[src/rtl/cd_spi_csr_pkg.sv]
// Shared types and constants for the SPI-to-CSR bridge.
package cd_spi_csr_pkg;

   typedef enum logic [1:0] {
      IDLE    = 2'd0,
      CMD     = 2'd1,
      WR_DATA = 2'd2,
      RD_DATA = 2'd3
   } state_t;

   localparam int CMD_W_BIT    = 7;
   localparam int CMD_ADDR_MSB = 4;
   localparam int CSR_AW       = 5;
   localparam int CSR_DW       = 8;

   function automatic logic [CSR_AW-1:0] cmd_addr(input logic [CSR_DW-1:0] cmd);
      return cmd[CMD_ADDR_MSB:0];
   endfunction

endpackage

[src/rtl/cd_spi_sync.sv]
// Multi-flop synchroniser for an asynchronous pin, followed by a history flop
// that yields single-cycle rise/fall pulses in the clk domain.
module cd_spi_sync
   import cd_spi_csr_pkg::*;
#(
   parameter int STAGES = 2
) (
   input  logic clk,
   input  logic reset,
   input  logic din,
   output logic level,
   output logic rise,
   output logic fall
);

   logic [STAGES-1:0] sync_r;
   logic              hist_r;

   // Synchroniser chain plus one history flop for edge detection
   always_ff @(posedge clk) begin
      if (reset) begin
         sync_r <= {STAGES{1'b0}};
         hist_r <= 1'b0;
      end else begin
         sync_r <= {sync_r[STAGES-2:0], din};
         hist_r <= sync_r[STAGES-1];
      end
   end

   assign level = sync_r[STAGES-1];
   assign rise  = sync_r[STAGES-1] & ~hist_r;
   assign fall  = ~sync_r[STAGES-1] & hist_r;

endmodule

[src/rtl/cd_spi_csr.sv]
// SPI mode-0 slave that turns one command byte plus a data burst into CSR
// read/write strobes; all SPI pins are oversampled in the clk domain.
module cd_spi_csr
   import cd_spi_csr_pkg::*;
#(
   parameter int SYNC_STAGES = 2,
   parameter bit ADDR_INC    = 1'b0
) (
   input  logic              clk,
   input  logic              reset,
   input  logic              spi_sck,
   input  logic              spi_nss,
   input  logic              spi_mosi,
   output logic              spi_miso,
   output logic              spi_miso_oe,
   output logic [CSR_AW-1:0] csr_address,
   output logic              csr_read,
   input  logic [CSR_DW-1:0] csr_readdata,
   output logic              csr_write,
   output logic [CSR_DW-1:0] csr_writedata
);

   logic sck_lvl_s, sck_rise_s, sck_fall_s;
   logic nss_lvl_s, nss_rise_s, nss_fall_s;
   logic mosi_lvl_s, mosi_rise_s, mosi_fall_s;
   logic nss_act_s, byte_done_s, unused_s;
   logic [CSR_DW-1:0] rx_next_s;

   state_t            state_r;
   logic [2:0]        bit_cnt_r;
   logic [CSR_DW-1:0] rx_shift_r, tx_shift_r;
   logic              rd_pend_r;
   logic              spi_miso_r, spi_miso_oe_r;
   logic [CSR_AW-1:0] csr_address_r;
   logic              csr_read_r, csr_write_r;
   logic [CSR_DW-1:0] csr_writedata_r;

   cd_spi_sync #(.STAGES(SYNC_STAGES)) u_sync_sck (
      .clk(clk), .reset(reset), .din(spi_sck),
      .level(sck_lvl_s), .rise(sck_rise_s), .fall(sck_fall_s)
   );

   cd_spi_sync #(.STAGES(SYNC_STAGES)) u_sync_nss (
      .clk(clk), .reset(reset), .din(spi_nss),
      .level(nss_lvl_s), .rise(nss_rise_s), .fall(nss_fall_s)
   );

   cd_spi_sync #(.STAGES(SYNC_STAGES)) u_sync_mosi (
      .clk(clk), .reset(reset), .din(spi_mosi),
      .level(mosi_lvl_s), .rise(mosi_rise_s), .fall(mosi_fall_s)
   );

   assign unused_s    = ^{sck_lvl_s, nss_rise_s, mosi_rise_s, mosi_fall_s};
   assign nss_act_s   = ~nss_lvl_s;
   assign rx_next_s   = {rx_shift_r[CSR_DW-2:0], mosi_lvl_s};
   assign byte_done_s = sck_rise_s & (bit_cnt_r == 3'd7);

   // Frame sequencer: command decode, bit shifting and CSR strobe generation.
   // Frames start only on an nss falling edge, so a frame cut by reset is never resumed.
   always_ff @(posedge clk) begin
      if (reset) begin
         state_r         <= IDLE;
         bit_cnt_r       <= 3'd0;
         rx_shift_r      <= 8'h00;
         tx_shift_r      <= 8'h00;
         rd_pend_r       <= 1'b0;
         spi_miso_r      <= 1'b0;
         spi_miso_oe_r   <= 1'b0;
         csr_address_r   <= 5'd0;
         csr_read_r      <= 1'b0;
         csr_write_r     <= 1'b0;
         csr_writedata_r <= 8'h00;
      end else begin
         csr_read_r  <= 1'b0;
         csr_write_r <= 1'b0;
         rd_pend_r   <= csr_read_r;
         if (rd_pend_r) begin
            tx_shift_r <= csr_readdata;
         end
         if (ADDR_INC && csr_write_r) begin
            csr_address_r <= csr_address_r + 5'd1;
         end
         if (!nss_act_s) begin
            state_r       <= IDLE;
            bit_cnt_r     <= 3'd0;
            spi_miso_r    <= 1'b0;
            spi_miso_oe_r <= 1'b0;
         end else begin
            case (state_r)
               IDLE: begin
                  if (nss_fall_s) begin
                     state_r       <= CMD;
                     bit_cnt_r     <= 3'd0;
                     spi_miso_r    <= 1'b0;
                     spi_miso_oe_r <= 1'b1;
                  end
               end
               CMD: begin
                  if (sck_rise_s) begin
                     rx_shift_r <= rx_next_s;
                     bit_cnt_r  <= bit_cnt_r + 3'd1;
                     if (byte_done_s) begin
                        csr_address_r <= cmd_addr(rx_next_s);
                        if (rx_next_s[CMD_W_BIT]) begin
                           state_r <= WR_DATA;
                        end else begin
                           state_r    <= RD_DATA;
                           csr_read_r <= 1'b1;
                        end
                     end
                  end
               end
               WR_DATA: begin
                  if (sck_rise_s) begin
                     rx_shift_r <= rx_next_s;
                     bit_cnt_r  <= bit_cnt_r + 3'd1;
                     if (byte_done_s) begin
                        csr_write_r     <= 1'b1;
                        csr_writedata_r <= rx_next_s;
                     end
                  end
               end
               RD_DATA: begin
                  if (sck_rise_s) begin
                     rx_shift_r <= rx_next_s;
                     bit_cnt_r  <= bit_cnt_r + 3'd1;
                     // Prefetch the next byte; address moves first so the read targets it
                     if (byte_done_s) begin
                        csr_read_r <= 1'b1;
                        if (ADDR_INC) begin
                           csr_address_r <= csr_address_r + 5'd1;
                        end
                     end
                  end
                  if (sck_fall_s) begin
                     spi_miso_r <= tx_shift_r[CSR_DW-1];
                     tx_shift_r <= {tx_shift_r[CSR_DW-2:0], 1'b0};
                  end
               end
               default: begin
                  state_r <= IDLE;
               end
            endcase
         end
      end
   end

   assign spi_miso      = spi_miso_r;
   assign spi_miso_oe   = spi_miso_oe_r;
   assign csr_address   = csr_address_r;
   assign csr_read      = csr_read_r;
   assign csr_write     = csr_write_r;
   assign csr_writedata = csr_writedata_r;

endmodule

[config.mk]
export PLATFORM = sky130hd
export DESIGN_NAME = cd_spi_csr
export DESIGN_NICKNAME = d
export VERILOG_FILES = /design/src/rtl/cd_spi_csr_pkg.sv /design/src/rtl/cd_spi_sync.sv /design/src/rtl/cd_spi_csr.sv
export SDC_FILE = /design/constraint.sdc
export NUM_CORES = 1
export LEC_CHECK = 0
export ABC_AREA = 1
export CORE_ASPECT_RATIO = 1.1
export CORE_MARGIN = 3
export CORE_UTILIZATION = 47
export CTS_CLUSTER_DIAMETER = 80
export DETAILED_ROUTE_END_ITERATION = 8
export PLACE_DENSITY = 0.74
export SLEW_MARGIN = 20
export SYNTH_ARGS = -nofsm -noshare
export SYNTH_HDL_FRONTEND = slang
export SYNTH_SLANG_ARGS = --single-unit
export TNS_END_PERCENT = 50
[constraint.sdc]
create_clock -name clk -period 1.25 [get_ports clk]
set_input_delay 0.3125 -clock clk [delete_from_list [all_inputs] [get_ports clk]]
set_output_delay 0.3125 -clock clk [all_outputs]
set_load 0.03 [all_outputs]
==> flow_metrics.py <==
metrics = {
    "finish": {
        "diodes": 0,
        "seq_area_um2": 930,
        "area_delta_synth_final_pct": 30.6,
        "utilization_pct": 65.4,
        "nets": 298,
        "drive_above_1_share_pct": 23.9,
        "nFillCells": 302,
        "multi_input_area_um2": 850,
    },
    "synthesis": {
        "netlist_instances": 241,
        "synth_compound_area_share_pct": 10.8,
        "yosys.area.top_type": "dfxtp_1",
        "synth.area.top_cells": "dfxtp_1 50%, nor2_1 13%, nand2_1 6.9%",
        "synth-seq-cells": 46,
        "synth_top_family_by_area": "simple AND/OR/NAND/NOR gates",
        "synthSimpleGateAreaFrac_pct": 30.8,
        "ys_seq_area_share_pct": 49.6,
        "async_flop_share_pct": 0,
        "ys_warn_count": 0,
        "synth_xor_xnor_area_share_pct": 0,
        "synth_edf_count": 0,
        "ys_types": 24,
        "synth_fp_nets": 256,
        "avgSynthCellArea_um2": 7.71,
        "synth_fa_ha_area_share_pct": 1.35,
        "synthMuxAreaShare_pct": 0,
        "syn_area_mm2": 0.00186,
        "netlist.area_leader.share_pct": 49.6,
        "yosysMostFrequentCell": "nor2_1",
        "ys.flop_type": "dfxtp_1",
        "yosys-top-cells-count": "64 x nor2_1, 46 x dfxtp_1, 34 x nand2_1, 18 x inv_1, 18 x o21ai_0",
    },
    "floorplanning": {
        "start_util_pct": 50.1,
        "dieWidth_um": 66.0,
        "core_area_mm2": 0.00371,
        "fp-row-count": 23,
        "dieHeight_um": 71.9,
        "die_area_mm2": 0.00474,
        "pin_count": 30,
    },
    "power_and_ir_drop": {
        "ir_drop_mv": 0.909,
        "leakagePower_nw": 1.08,
        "p_per_area_mw_per_mm2": 1130,
    },
    "routing": {
        "wire_per_inst_um": 11.5,
        "post_drt_via_cell_ratio": 4.77,
        "drt-total-wl_um": 3830,
        "vias": 1592,
        "route.antenna.remaining_nets": 0,
        "detailedRoute.firstIterationViolations": 84,
        "drc": 0,
        "first_pass_iters": 4,
    },
    "critical_path": {
        "cp.arrival_ns": 1.47,
        "cp_max_fo": 5,
        "cp-end-kind": "register",
        "startpoint": "bit_cnt_r[0]",
        "r2r-end": "csr_address[3]",
        "rr_worst_depth": 8,
        "startpoint_type": "register",
        "cp.required_ns": 1.46,
        "rrSetupSlack_ns": -0.02,
        "endpoint": "csr_address[3]",
        "critical_path_class": "reg -> reg",
        "r2r-start": "bit_cnt_r[0]",
    },
    "sta": {
        "max_freq_mhz": 788,
        "whs_ns": 0.406,
        "slew_headroom_pct": 86.3,
        "finalSetupViolations": 5,
        "hold_violations": 0,
        "min_period_ns": 1.27,
        "clock_skew_ns": 0.00639,
        "layout_setup_ws_ns": -0.0183,
        "rsz0062_at_grt": "yes",
        "worstMarginPinSlew_ns": 0.205,
        "fin_crit_sh_pct": 101,
        "maxSlewViolCount": 0,
    },
    "clock_tree": {
        "clk_latency_ns": 0.30,
        "cts_made_buffers": 5,
        "clk_path_buf_depth": 2,
        "cts_tree": "yes",
        "root_buffer": "clkbuf_8",
        "clock-sinks": 46,
        "path_clk_slew_ns": 0.09,
        "htree_levels": 2,
        "cts_hold_buf": 0,
    },
    "worst_hold_path": {
        "holdCritPathClass": "reg -> reg",
        "hold_path_depth": 2,
    },
    "global_routing": {
        "grt-ovfl-total": 0,
        "antenna_found_initial": 0,
        "grt_max_degree": 28,
        "grt_usage_pct": 17.7,
        "grt_pass1_vias": 1460,
        "grt_pass1_wl_um": 6520,
    },
    "outcome": {
        "violations": "negative setup slack",
        "status": "finished with violations",
    },
    "placed_design": {
        "dp_hpwl_um": 2630,
        "io_buffers": 29,
        "gp_congestion": 0.785,
    },
    "run": {
        "maxCapViolCount": 0,
    },
}
## final cells by class
class | instances | share of cell area [%]
inverter | 25 | 3.92
multi-input combinational | 163 | 35.0
clock inverter | 3 | 1.80
sequential | 46 | 38.3
timing repair buffer | 42 | 15.6
tap | 50 | 2.58
clock buffer | 5 | 2.84
## metal layers
metal,GRT usage (%),routed length [um],vias to the layer above
li1,-,-,844
met1,22.3,1720,703
met2,27.5,1810,38
met3,6.04,235,7
met4,7.90,61,0
met5,0,0,-
## flip-flops by register name (all words and copies together), names as in the netlist, 2 cells and up
register	count
rx_shift_r	7
bit_cnt_r	3
u_sync_sck.sync_r	2
state_r	2
tx_shift_r	8
u_sync_mosi.sync_r	2
u_sync_nss.sync_r	2
csr_writedata	8
csr_address	5
## worst max-delay path, stage by stage (launching register included)
cell and delay, ns:
dfxtp_4 0.37, ha_4 0.14, ha_4 0.14, nand3_4 0.09
nor2_4 0.16, buf_6 0.13, nand3_1 0.06, nand2_1 0.06
nor2_1 0.04
## cell usage in the layout (no fill, tap or decap), types with 5 or more instances in the layout
cell type	n
dfxtp_1	41
clkdlybuf4s50_1	12
inv_2	6
nand4_1	5
nand3_1	6
clkbuf_8	5
o21ai_0	14
nor2_1	63
nand2_1	33
inv_1	18
a21oi_1	13
a21boi_0	6
buf_4	26
## through the flow
stage,setup WS [ns],power (mW),cell area [um^2],std cells,setup TNS (ns)
global route,-0.114,2.84,2430,334,-0.696
floorplan,0.0206,1.59,1880,241,0
CTS,0.00405,2.77,2400,333,0
global placement,-0.0833,1.66,2260,324,-1.60
finish,-0.0183,2.73,2430,334,-0.0638
detailed placement,-0.0944,1.66,2260,324,-2.04
## timing repair
item / 4_1_cts / 5_1_grt
pin swaps: 3 / 4
gates resized for setup: 7 / 11
setup buffers: 0 / 1
setup endpoints to repair: 13 / 18
gates cloned: 1 / 0
## how the worst min path moves through the flow
stage / start / endpoint / slack (ns)
3_5_place_dp: u_sync_nss.sync_r[0] / u_sync_nss.sync_r[1] / 0.40
4_1_cts: u_sync_nss.sync_r[0] / u_sync_nss.sync_r[1] / 0.41
5_1_grt: u_sync_nss.sync_r[0] / u_sync_nss.sync_r[1] / 0.43
3_3_place_gp: u_sync_sck.sync_r[0] / u_sync_sck.sync_r[1] / 0.39
2_1_floorplan: u_sync_mosi.sync_r[0] / u_sync_mosi.sync_r[1] / 0.39
6_report: u_sync_nss.sync_r[0] / u_sync_nss.sync_r[1] / 0.41
## power by group
group	leakage, nW	switching [mW]	internal (mW)
clock network	0.0585	0.507	0.599
logic	0.650	0.0716	0.0687
registers	0.375	0.0119	1.48
total	1.08	0.591	2.14
## cell families after synthesis
| kind of cell | count (synthesis) |
|---|---|
| compound gates | 37 |
| fa+ha+maj | 2 |
| buf+inv | 32 |
| flops | 46 |
| simple gates | 124 |
Power figures use the tool's default switching activity.
